File: config.mk
export PLATFORM = sky130hd
export DESIGN_NAME = systolic_operand_feeder_flat
export DESIGN_NICKNAME = d
export VERILOG_FILES = /design/src/rtl/systolic_operand_feeder_pkg.sv /design/src/rtl/systolic_operand_feeder_if.sv /design/src/rtl/systolic_operand_feeder_skew.sv /design/src/rtl/systolic_operand_feeder.sv /design/src/flat_wrapper.sv
export SDC_FILE = /design/constraint.sdc
export NUM_CORES = 1
export LEC_CHECK = 0
export BUFFER_PORTS_ARGS = -buffer_cell sky130_fd_sc_hd__buf_2
export CORE_MARGIN = 10
export CORE_UTILIZATION = 37
export CTS_BUF_LIST = sky130_fd_sc_hd__clkbuf_8
export DETAILED_ROUTE_END_ITERATION = 12
export PLACE_DENSITY_LB_ADDON = 0.08
export SLEW_MARGIN = 20
export SYNTH_ARGS = -nofsm -noshare
export SYNTH_HDL_FRONTEND = slang
export SYNTH_HIERARCHICAL = 1
export SYNTH_SLANG_ARGS = --single-unit
File: constraint.sdc
create_clock -name clk -period 1.9 [get_ports clk]
set_clock_uncertainty 0.1 [all_clocks]
set_input_delay 0.19 -clock clk [delete_from_list [all_inputs] [get_ports clk]]
set_output_delay 0.19 -clock clk [all_outputs]
set_load 0.01 [all_outputs]
File: src/rtl/systolic_operand_feeder_pkg.sv
// systolic_pkg: array sizing defaults and feeder state encoding shared across the array
package systolic_pkg;
  localparam int N_DEF = 4;
  localparam int W_DEF = 8;
  typedef enum logic [1:0] {IDLE, FEED, FLUSH, DONE} feeder_state_t;
endpackage

File: src/rtl/systolic_operand_feeder_if.sv
// systolic_operand_feeder_if: job control, slice input and skewed edge outputs of the feeder
interface systolic_operand_feeder_if
  import systolic_pkg::*;
#(
  parameter int N = N_DEF,
  parameter int W = W_DEF
);
  logic           start;
  logic           busy;
  logic           in_valid;
  logic           in_ready;
  logic [N*W-1:0] in_a;
  logic [N*W-1:0] in_b;
  logic [N*W-1:0] a_edge;
  logic [N*W-1:0] b_edge;
  logic [N-1:0]   edge_valid;
  logic           acc_clr;
  logic           done;
  modport master (
    output start, in_valid, in_a, in_b,
    input  busy, in_ready, a_edge, b_edge, edge_valid, acc_clr, done
  );
  modport slave (
    input  start, in_valid, in_a, in_b,
    output busy, in_ready, a_edge, b_edge, edge_valid, acc_clr, done
  );
endinterface

File: src/rtl/systolic_operand_feeder_skew.sv
// skew_delay_line: DEPTH-stage {valid, data} shift register that skews one operand lane
module skew_delay_line #(
  parameter int DEPTH = 1,
  parameter int W     = 8
) (
  input  logic         clk,
  input  logic         rst,
  input  logic         i_valid,
  input  logic [W-1:0] i_data,
  output logic         o_valid,
  output logic [W-1:0] o_data
);
  logic [DEPTH-1:0]        r_v;
  logic [DEPTH-1:0][W-1:0] r_d;
  always_ff @(posedge clk or posedge rst) begin
    if (rst) begin
      r_v <= '0;
      r_d <= '0;
    end else begin
      for (int k = DEPTH - 1; k > 0; k--) begin
        r_v[k] <= r_v[k-1];
        r_d[k] <= r_d[k-1];
      end
      r_v[0] <= i_valid;
      r_d[0] <= i_data;
    end
  end
  assign o_valid = r_v[DEPTH-1];
  assign o_data  = r_d[DEPTH-1];
endmodule

File: src/rtl/systolic_operand_feeder.sv
// systolic_operand_feeder: skews A/B operand slices onto the systolic array edges with clear/done pulses
module systolic_operand_feeder
  import systolic_pkg::*;
#(
  parameter int N = N_DEF,
  parameter int W = W_DEF,
  parameter int K = 4
) (
  input logic                    clk,
  input logic                    rst,
  systolic_operand_feeder_if.slave bus
);
  localparam int CW = $clog2(K + 1);
  localparam int FW = $clog2(N + 1);
  feeder_state_t           r_state, w_next;
  logic [CW-1:0]           r_cnt;
  logic [FW-1:0]           r_fl;
  logic                    r_clr;
  logic                    w_acc;
  logic [N-1:0]            w_va, w_vb;
  logic [N-1:0][W-1:0]     w_a, w_b;
  assign w_acc = bus.in_valid && r_state == FEED;
  always_comb begin
    w_next = r_state;
    unique case (r_state)
      IDLE:    w_next = bus.start ? FEED : IDLE;
      FEED:    w_next = (w_acc && r_cnt == CW'(K - 1)) ? FLUSH : FEED;
      FLUSH:   w_next = (r_fl == FW'(N - 1)) ? DONE : FLUSH;
      default: w_next = IDLE;
    endcase
  end
  always_ff @(posedge clk or posedge rst) begin
    if (rst) begin
      r_state <= IDLE;
      r_cnt   <= '0;
      r_fl    <= '0;
      r_clr   <= 1'b0;
    end else begin
      r_state <= w_next;
      r_cnt   <= r_state == IDLE ? '0 : r_cnt + CW'(w_acc);
      r_fl    <= r_state == FLUSH ? r_fl + 1'b1 : '0;
      r_clr   <= r_state == IDLE && bus.start;
    end
  end
  assign bus.in_ready = r_state == FEED;
  assign bus.busy     = r_state != IDLE;
  assign bus.done     = r_state == DONE;
  assign bus.acc_clr  = r_clr;
  // lane i carries i+1 stages so operands land on the diagonal wavefront
  for (genvar i = 0; i < N; i++) begin : g_lane
    skew_delay_line #(.DEPTH(i + 1), .W(W)) u_a (
      .clk(clk), .rst(rst), .i_valid(w_acc),
      .i_data(w_acc ? bus.in_a[i*W +: W] : '0),
      .o_valid(w_va[i]), .o_data(w_a[i])
    );
    skew_delay_line #(.DEPTH(i + 1), .W(W)) u_b (
      .clk(clk), .rst(rst), .i_valid(w_acc),
      .i_data(w_acc ? bus.in_b[i*W +: W] : '0),
      .o_valid(w_vb[i]), .o_data(w_b[i])
    );
  end
  assign bus.a_edge     = w_a;
  assign bus.b_edge     = w_b;
  assign bus.edge_valid = w_va & w_vb;
endmodule

File: src/flat_wrapper.sv
// flat-port wrapper written by rule: the top's interface ports become plain ports
module systolic_operand_feeder_flat import systolic_pkg::*;
#(
  parameter int N = N_DEF,
  parameter int W = W_DEF,
  parameter int K = 4
)
  (clk, rst, bus_start, bus_in_valid, bus_in_a, bus_in_b, bus_busy, bus_in_ready, bus_a_edge, bus_b_edge, bus_edge_valid, bus_acc_clr, bus_done);
  systolic_operand_feeder_if #(.N(N), .W(W)) bus_i ();
  input logic clk;
  input logic rst;
  input wire logic [$bits(bus_i.start)-1:0] bus_start;
  input wire logic [$bits(bus_i.in_valid)-1:0] bus_in_valid;
  input wire logic [$bits(bus_i.in_a)-1:0] bus_in_a;
  input wire logic [$bits(bus_i.in_b)-1:0] bus_in_b;
  output wire logic [$bits(bus_i.busy)-1:0] bus_busy;
  output wire logic [$bits(bus_i.in_ready)-1:0] bus_in_ready;
  output wire logic [$bits(bus_i.a_edge)-1:0] bus_a_edge;
  output wire logic [$bits(bus_i.b_edge)-1:0] bus_b_edge;
  output wire logic [$bits(bus_i.edge_valid)-1:0] bus_edge_valid;
  output wire logic [$bits(bus_i.acc_clr)-1:0] bus_acc_clr;
  output wire logic [$bits(bus_i.done)-1:0] bus_done;
  assign bus_i.start = bus_start;
  assign bus_i.in_valid = bus_in_valid;
  assign bus_i.in_a = bus_in_a;
  assign bus_i.in_b = bus_in_b;
  assign bus_busy = bus_i.busy;
  assign bus_in_ready = bus_i.in_ready;
  assign bus_a_edge = bus_i.a_edge;
  assign bus_b_edge = bus_i.b_edge;
  assign bus_edge_valid = bus_i.edge_valid;
  assign bus_acc_clr = bus_i.acc_clr;
  assign bus_done = bus_i.done;
  systolic_operand_feeder #(.N(N), .W(W), .K(K)) u_core (.clk(clk), .rst(rst), .bus(bus_i));
endmodule
### Word level (Yosys, flattened, before mapping)

Cells that the tools add are included.

| storage, ports and cells | value |
|---|---|
| logic and storage cells | 58 |
| bits in writable memories | 0 |
| bits in registers | 188 |
| memories | 0 |
| output and inout port bits | 72 |
| bits in latches | 0 |
| ROM bits | 0 |
| input port bits | 68 |

| cells by class | value |
|---|---|
| divide/modulo/power cells | 0 |
| equal/unequal tests | 5 |
| reductions and logical operators | 5 |
| multipliers | 0 |
| $add $sub $neg | 2 |
| shift-type cells | 0 |
| bitwise logic cells | 1 |
| order comparisons | 0 |
| multiplexer cells | 14 |

Operator list:

| kind | number |
|---|---|
| $mux W8 | 8 |
| $eq A3 B2 Y1 const B | 2 |
| $mux W3 | 2 |
| $pmux W2 S3 | 1 |
| $and A4 B4 Y4 | 1 |
| $eq A2 B2 Y1 const B | 2 |
| $add A3 B1 Y3 | 1 |
| $add A3 B1 Y3 const B | 1 |
| $logic_and A1 B1 Y1 | 3 |
| $eq A2 B1 Y1 const B | 1 |
| $logic_not A2 Y1 | 1 |
| $mux W1 | 2 |
| $mux W2 | 1 |
| $reduce_bool A2 Y1 | 1 |

### Logic depth before layout (Yosys ltp)

| depth | value |
|---|---|
| depth after elaboration | 5 |
| gate-level depth with buffers | 6 |
| depth with buffers taken out | 5 |

### Cells and area by module

The synthesis kept the hierarchy.

By module, submodules not included:

| module | area each (sq um) | seq. area each (sq um) | times used | cells an instance |
|---|---|---|---|---|
| skew_delay_line (u_core.g_lane[3].u_a ...) | 964.7 | 900.9 | 2 | 45 |
| skew_delay_line (u_core.g_lane[2].u_a ...) | 739.5 | 675.6 | 2 | 36 |
| skew_delay_line (u_core.g_lane[1].u_a ...) | 514.2 | 450.4 | 2 | 27 |
| systolic_operand_feeder | 902.1 | 225.2 | 1 | 110 |
| skew_delay_line (u_core.g_lane[0].u_a ...) | 229.0 | 225.2 | 2 | 10 |

### Worst setup path before layout

Ideal clock, no wire load.

| path | value |
|---|---|
| path kind | reg-to-reg |
| start point | reg u_core.r_state[1] |
| end point | reg u_core.r_cnt[1] |
| arrival time | 1341 ps |
| data required time | 1672 ps |
| stages on the path, launching flop included | 6 |
| setup slack | 332 ps |
| buffers on the path | 1 |
| period minus slack after synthesis | 1568 ps |
| library setup time | 128 ps |
| cell sequence | dfrtp_1 > and3b_1 > buf_2 > ha_1 > ha_1 > nor2b_1 |

| on the way | value |
|---|---|
| word-level cells in the longest chain between the ends | 4 |
| elaborated cells on any way between the ends | 5 |
| classes of those cells | 1 x add/sub; 1 x eq/ne; 1 x mux; 2 x reduce/logical |

Ends and longest elaborated chain:

| what | line | text |
|---|---|---|
| start, declared | systolic_operand_feeder.sv:15 | `feeder_state_t r_state, w_next;` |
| start signal, assigned | systolic_operand_feeder.sv:39 | `r_state <= w_next;` |
| $eq A2 B1 Y1 | systolic_operand_feeder.sv:22 | `assign w_acc = bus.in_valid && r_state == FEED;` |
| $logic_and A1 B1 Y1 | systolic_operand_feeder.sv:22 |  |
| net u_core.w_acc | systolic_operand_feeder.sv:19 | `logic w_acc;` |
| $add A3 B1 Y3 | systolic_operand_feeder.sv:40 | `r_cnt <= r_state == IDLE ? '0 : r_cnt + CW'(w_acc);` |
| $mux W3 | systolic_operand_feeder.sv:40 |  |
| end signal, assigned | systolic_operand_feeder.sv:40 |  |
| end, declared | systolic_operand_feeder.sv:16 | `logic [CW-1:0] r_cnt;` |

The timed path passes the listed nets, and every way through them passes these cells.

### Final worst setup path

| path | value |
|---|---|
| start point | reg u_core.r_state[0] |
| end point | out bus_busy |

| on the way | value |
|---|---|
| word-level cells in the longest chain between the ends | 1 |

Ends and longest elaborated chain:

| what | line | text |
|---|---|---|
| $reduce_bool A2 Y1 | systolic_operand_feeder.sv:46 | `assign bus.busy = r_state != IDLE;` |
| end, declared | flat_wrapper.sv:16 | `output wire logic [$bits(bus_i.busy)-1:0] bus_busy;` |

Every way passes these cells.

==> results.toml <==
[power]
powerDensity_nw_per_um2 = 1185
worst_ir_drop_vdd_mv = 0.3917
leakage_nw = 3.966

[drt]
routed_via_density = 3.866
detail-route-antenna-nets = 0
detail_route.wl_per_cell_um = 13.86
drt_iter0_markers = 135
routed_wirelength_um = 10330
drcViolationCount = 0
via_count = 2880
drtPass1Iterations = 4

[cts]
cts_made_buffers = 17
root_buf_cell = "sky130_fd_sc_hd__clkbuf_8"
postCtsResizedCells = 0
cts_tree = "yes"
clkTransAtPathRegs_ps = 90
cts_buffer_depth = 2
cts_sinks = 189
insertion_delay_ps = 440
cts_max_level = 4

[placed_design]
gp_congestion = 0.6438
dp_hpwl_um = 6988
io_buffers = 139
dp_slack_ps = 427.7
detailed_place.area_sq_um = 6370

[outcome]
outcome = "complete, no violations"

[critical_path]
crit_path_dat_ps = 1390
setup.worst_path.start_class = "flop"
worst_ep_required_time_ps = 1610
critPathKind = "reg -> out"
endpoint_kind = "primary output"
critical_path_peak_fanout = 6

[floorplan]
core_sq_um = 15260
die_boundary_height_um = 145.2
die_area_sq_um = 21070
floorplan.rows = 45
die-width_um = 145.2
initial_utilization = 0.3799
num_io_pins = 140

[finish]
fillCellCount = 1327
mostFrequentLayoutCells = "sky130_fd_sc_hd__dfrtp_1, sky130_fd_sc_hd__buf_2, sky130_fd_sc_hd__and2_1"
layout_commonest_cell = "sky130_fd_sc_hd__dfrtp_1"
drive_gt1_frac = 0.3315
number_of_diodes_added_for_antenna_fixing = 0
post-route-cell-area_sq_um = 7478
syn_to_final_growth_pct = 29.01
final-seq-area_sq_um = 4730
area_used_by_multi_input_combinational_logic_sq_um = 586.8
finish.net_count = 593

[logic_synthesis]
flip_flop_and_latch_count_after_synthesis = 189
synth_fp_nets = 418
synthesis.area_sq_um = 5797
synth-seq-area-share = 0.8159
syn_inst = 346
dominantRegCellSynth = "sky130_fd_sc_hd__dfrtp_1"
average_footprint_of_a_synthesized_cell_sq_um = 16.75
synth_enable_flop_cells = 0
library_cells_used_by_synthesis = 16
ys_async_sr_fraction = 1.000
ys_warns = 6

[timing]
rsz0062_at_grt = "false"
setup_viol_count_final = 0
slew_viol_final = 0
finalHoldViolCount = 0
worst-slew-pin-transition_ps = 716.0
worst_slew_margin_rel = 0.5222
fmax_mhz = 594.5
fin_ws_ps = 218.0
final_min_period_over_clock_period = 0.8853
period_needed_ps = 1682
timing.setup.tns_ps = 0

[global_routing]
grt_start_max_net_pins = 43
via_count_of_the_first_global_routing_pass = 3333
total_routing_usage_reported_by_global_routing = 0.1060
grt_pass1_wl_um = 17490
antenna_violations_before_repair = 0
overflow_after_grt = 0

[flow_run]
max_cap_violations = 0

[min_path]
hold_path.class = "in -> reg"
[metrics by stage]
| step | hold slack, ps | util | power, mW | cells |
|---|---|---|---|---|
| 6_report | 89.87 | 0.4901 | 8.864 | 745 |
| 5_1_grt | 70.23 | 0.4901 | 9.389 | 745 |
| 4_1_cts | 48.46 | 0.4901 | 9.040 | 745 |
| 3_5_place_dp | 215.0 | 0.4175 | 6.047 | 647 |
| 3_3_place_gp | 201.2 | 0.4175 | 5.986 | 647 |
| 2_1_floorplan | -82.08 | - | 5.772 | 346 |
[state kept, by name, indices dropped and copies added, names as in the netlist]
name                       count
u_core/g_lane.u_a/r_d         48
u_core/g_lane.u_b/r_d         48
u_core/g_lane.u_a/o_data      32
u_core/g_lane.u_b/o_data      32
u_core/g_lane.u_a/r_v          9
u_core/g_lane.u_b/r_v          9
u_core/r_cnt                   3
u_core/r_fl                    3
u_core/r_state                 2
u_core/bus.acc_clr             1
u_core/g_lane.u_a/o_valid      1
u_core/g_lane.u_b/o_valid      1
[cell type report]
type / instances / area share
multi-input cells: 89 / 0.07847
repair buffers: 211 / 0.1874
well taps: 211 / 0.03530
flip-flops and latches: 189 / 0.6324
inverters: 13 / 0.006525
clock buffers: 19 / 0.03497
clock inverters: 13 / 0.02493
[what timing repair did]
item	in CTS	in global routing
hold endpoints to repair	255	0
hold buffers	66	0
setup endpoints to repair	0	0
setup buffers	0	0
[power by group]
| part | switching (mW) | internal (mW) | leakage (nW) |
|---|---|---|---|
| Sequential | 0.188 | 4.72 | 2.48 |
| Clock | 1.34 | 1.51 | 0.226 |
| Combinational | 0.595 | 0.510 | 1.26 |
| Total | 2.12 | 6.74 | 3.97 |
[kinds of logic after synthesis]
group           share of synthesized area
simple gates                      0.08634
mux                              0.001727
fa+ha+maj                        0.008634
compound gates                   0.002807
xor+xnor                         0.001511
flops                              0.8159
buf+inv                           0.08310
[per-layer routing]
layer  share of wire  track usage  routed length [um]  vias up
met4           0.015      0.04550                 151        0
met5               0            0                   0        -
met2            0.51       0.1693                5248       86
met1            0.40       0.1175                4118     1433
li1                -            -                   -     1346
met3           0.078      0.05309                 807       15
[worst paths after layout]
| kind | depth (start not counted) | slack [ps] | to | start |
|---|---|---|---|---|
| max in group asynchronous | 3 | 820 | u_core/g_lane[1].u_b/o_data[6]$_DFF_PP0_ | rst |
| hold reg to reg | 0 | 250 | u_core/g_lane[3].u_b/r_d[14]$_DFF_PP0_ | u_core/g_lane[3].u_b/r_d[6]$_DFF_PP0_ |
| hold / removal | 3 | 90 | u_core/r_state[0]$_DFF_PP0_ | bus_in_valid |
| min in group asynchronous | 3 | 260 | u_core/r_state[0]$_DFF_PP0_ | rst |
| setup reg to reg | 4 | 430 | u_core/r_cnt[1]$_DFF_PP0_ | u_core/r_state[0]$_DFF_PP0_ |
| setup / recovery | 3 | 220 | bus_busy | u_core/r_state[0]$_DFF_PP0_ |
[synthesized netlist by cell type, types with 2 or more instances]
cell,instances,share of area
sky130_fd_sc_hd__buf_4,48,0.062
sky130_fd_sc_hd__inv_1,13,0.0084
sky130_fd_sc_hd__nor2b_1,2,0.0022
sky130_fd_sc_hd__nand2b_1,2,0.0022
sky130_fd_sc_hd__nor2_1,5,0.0032
sky130_fd_sc_hd__buf_6,6,0.012
sky130_fd_sc_hd__dfrtp_1,189,0.82
sky130_fd_sc_hd__and2_1,70,0.076
sky130_fd_sc_hd__ha_1,4,0.0086
[critical path, cell delays in order, from the launching register on]
cell,delay (ps)
sky130_fd_sc_hd__dfrtp_1,430
sky130_fd_sc_hd__nor2_1,310
sky130_fd_sc_hd__inv_1,70
sky130_fd_sc_hd__buf_2,150
No activity file was read; power rests on OpenSTA's default activity.
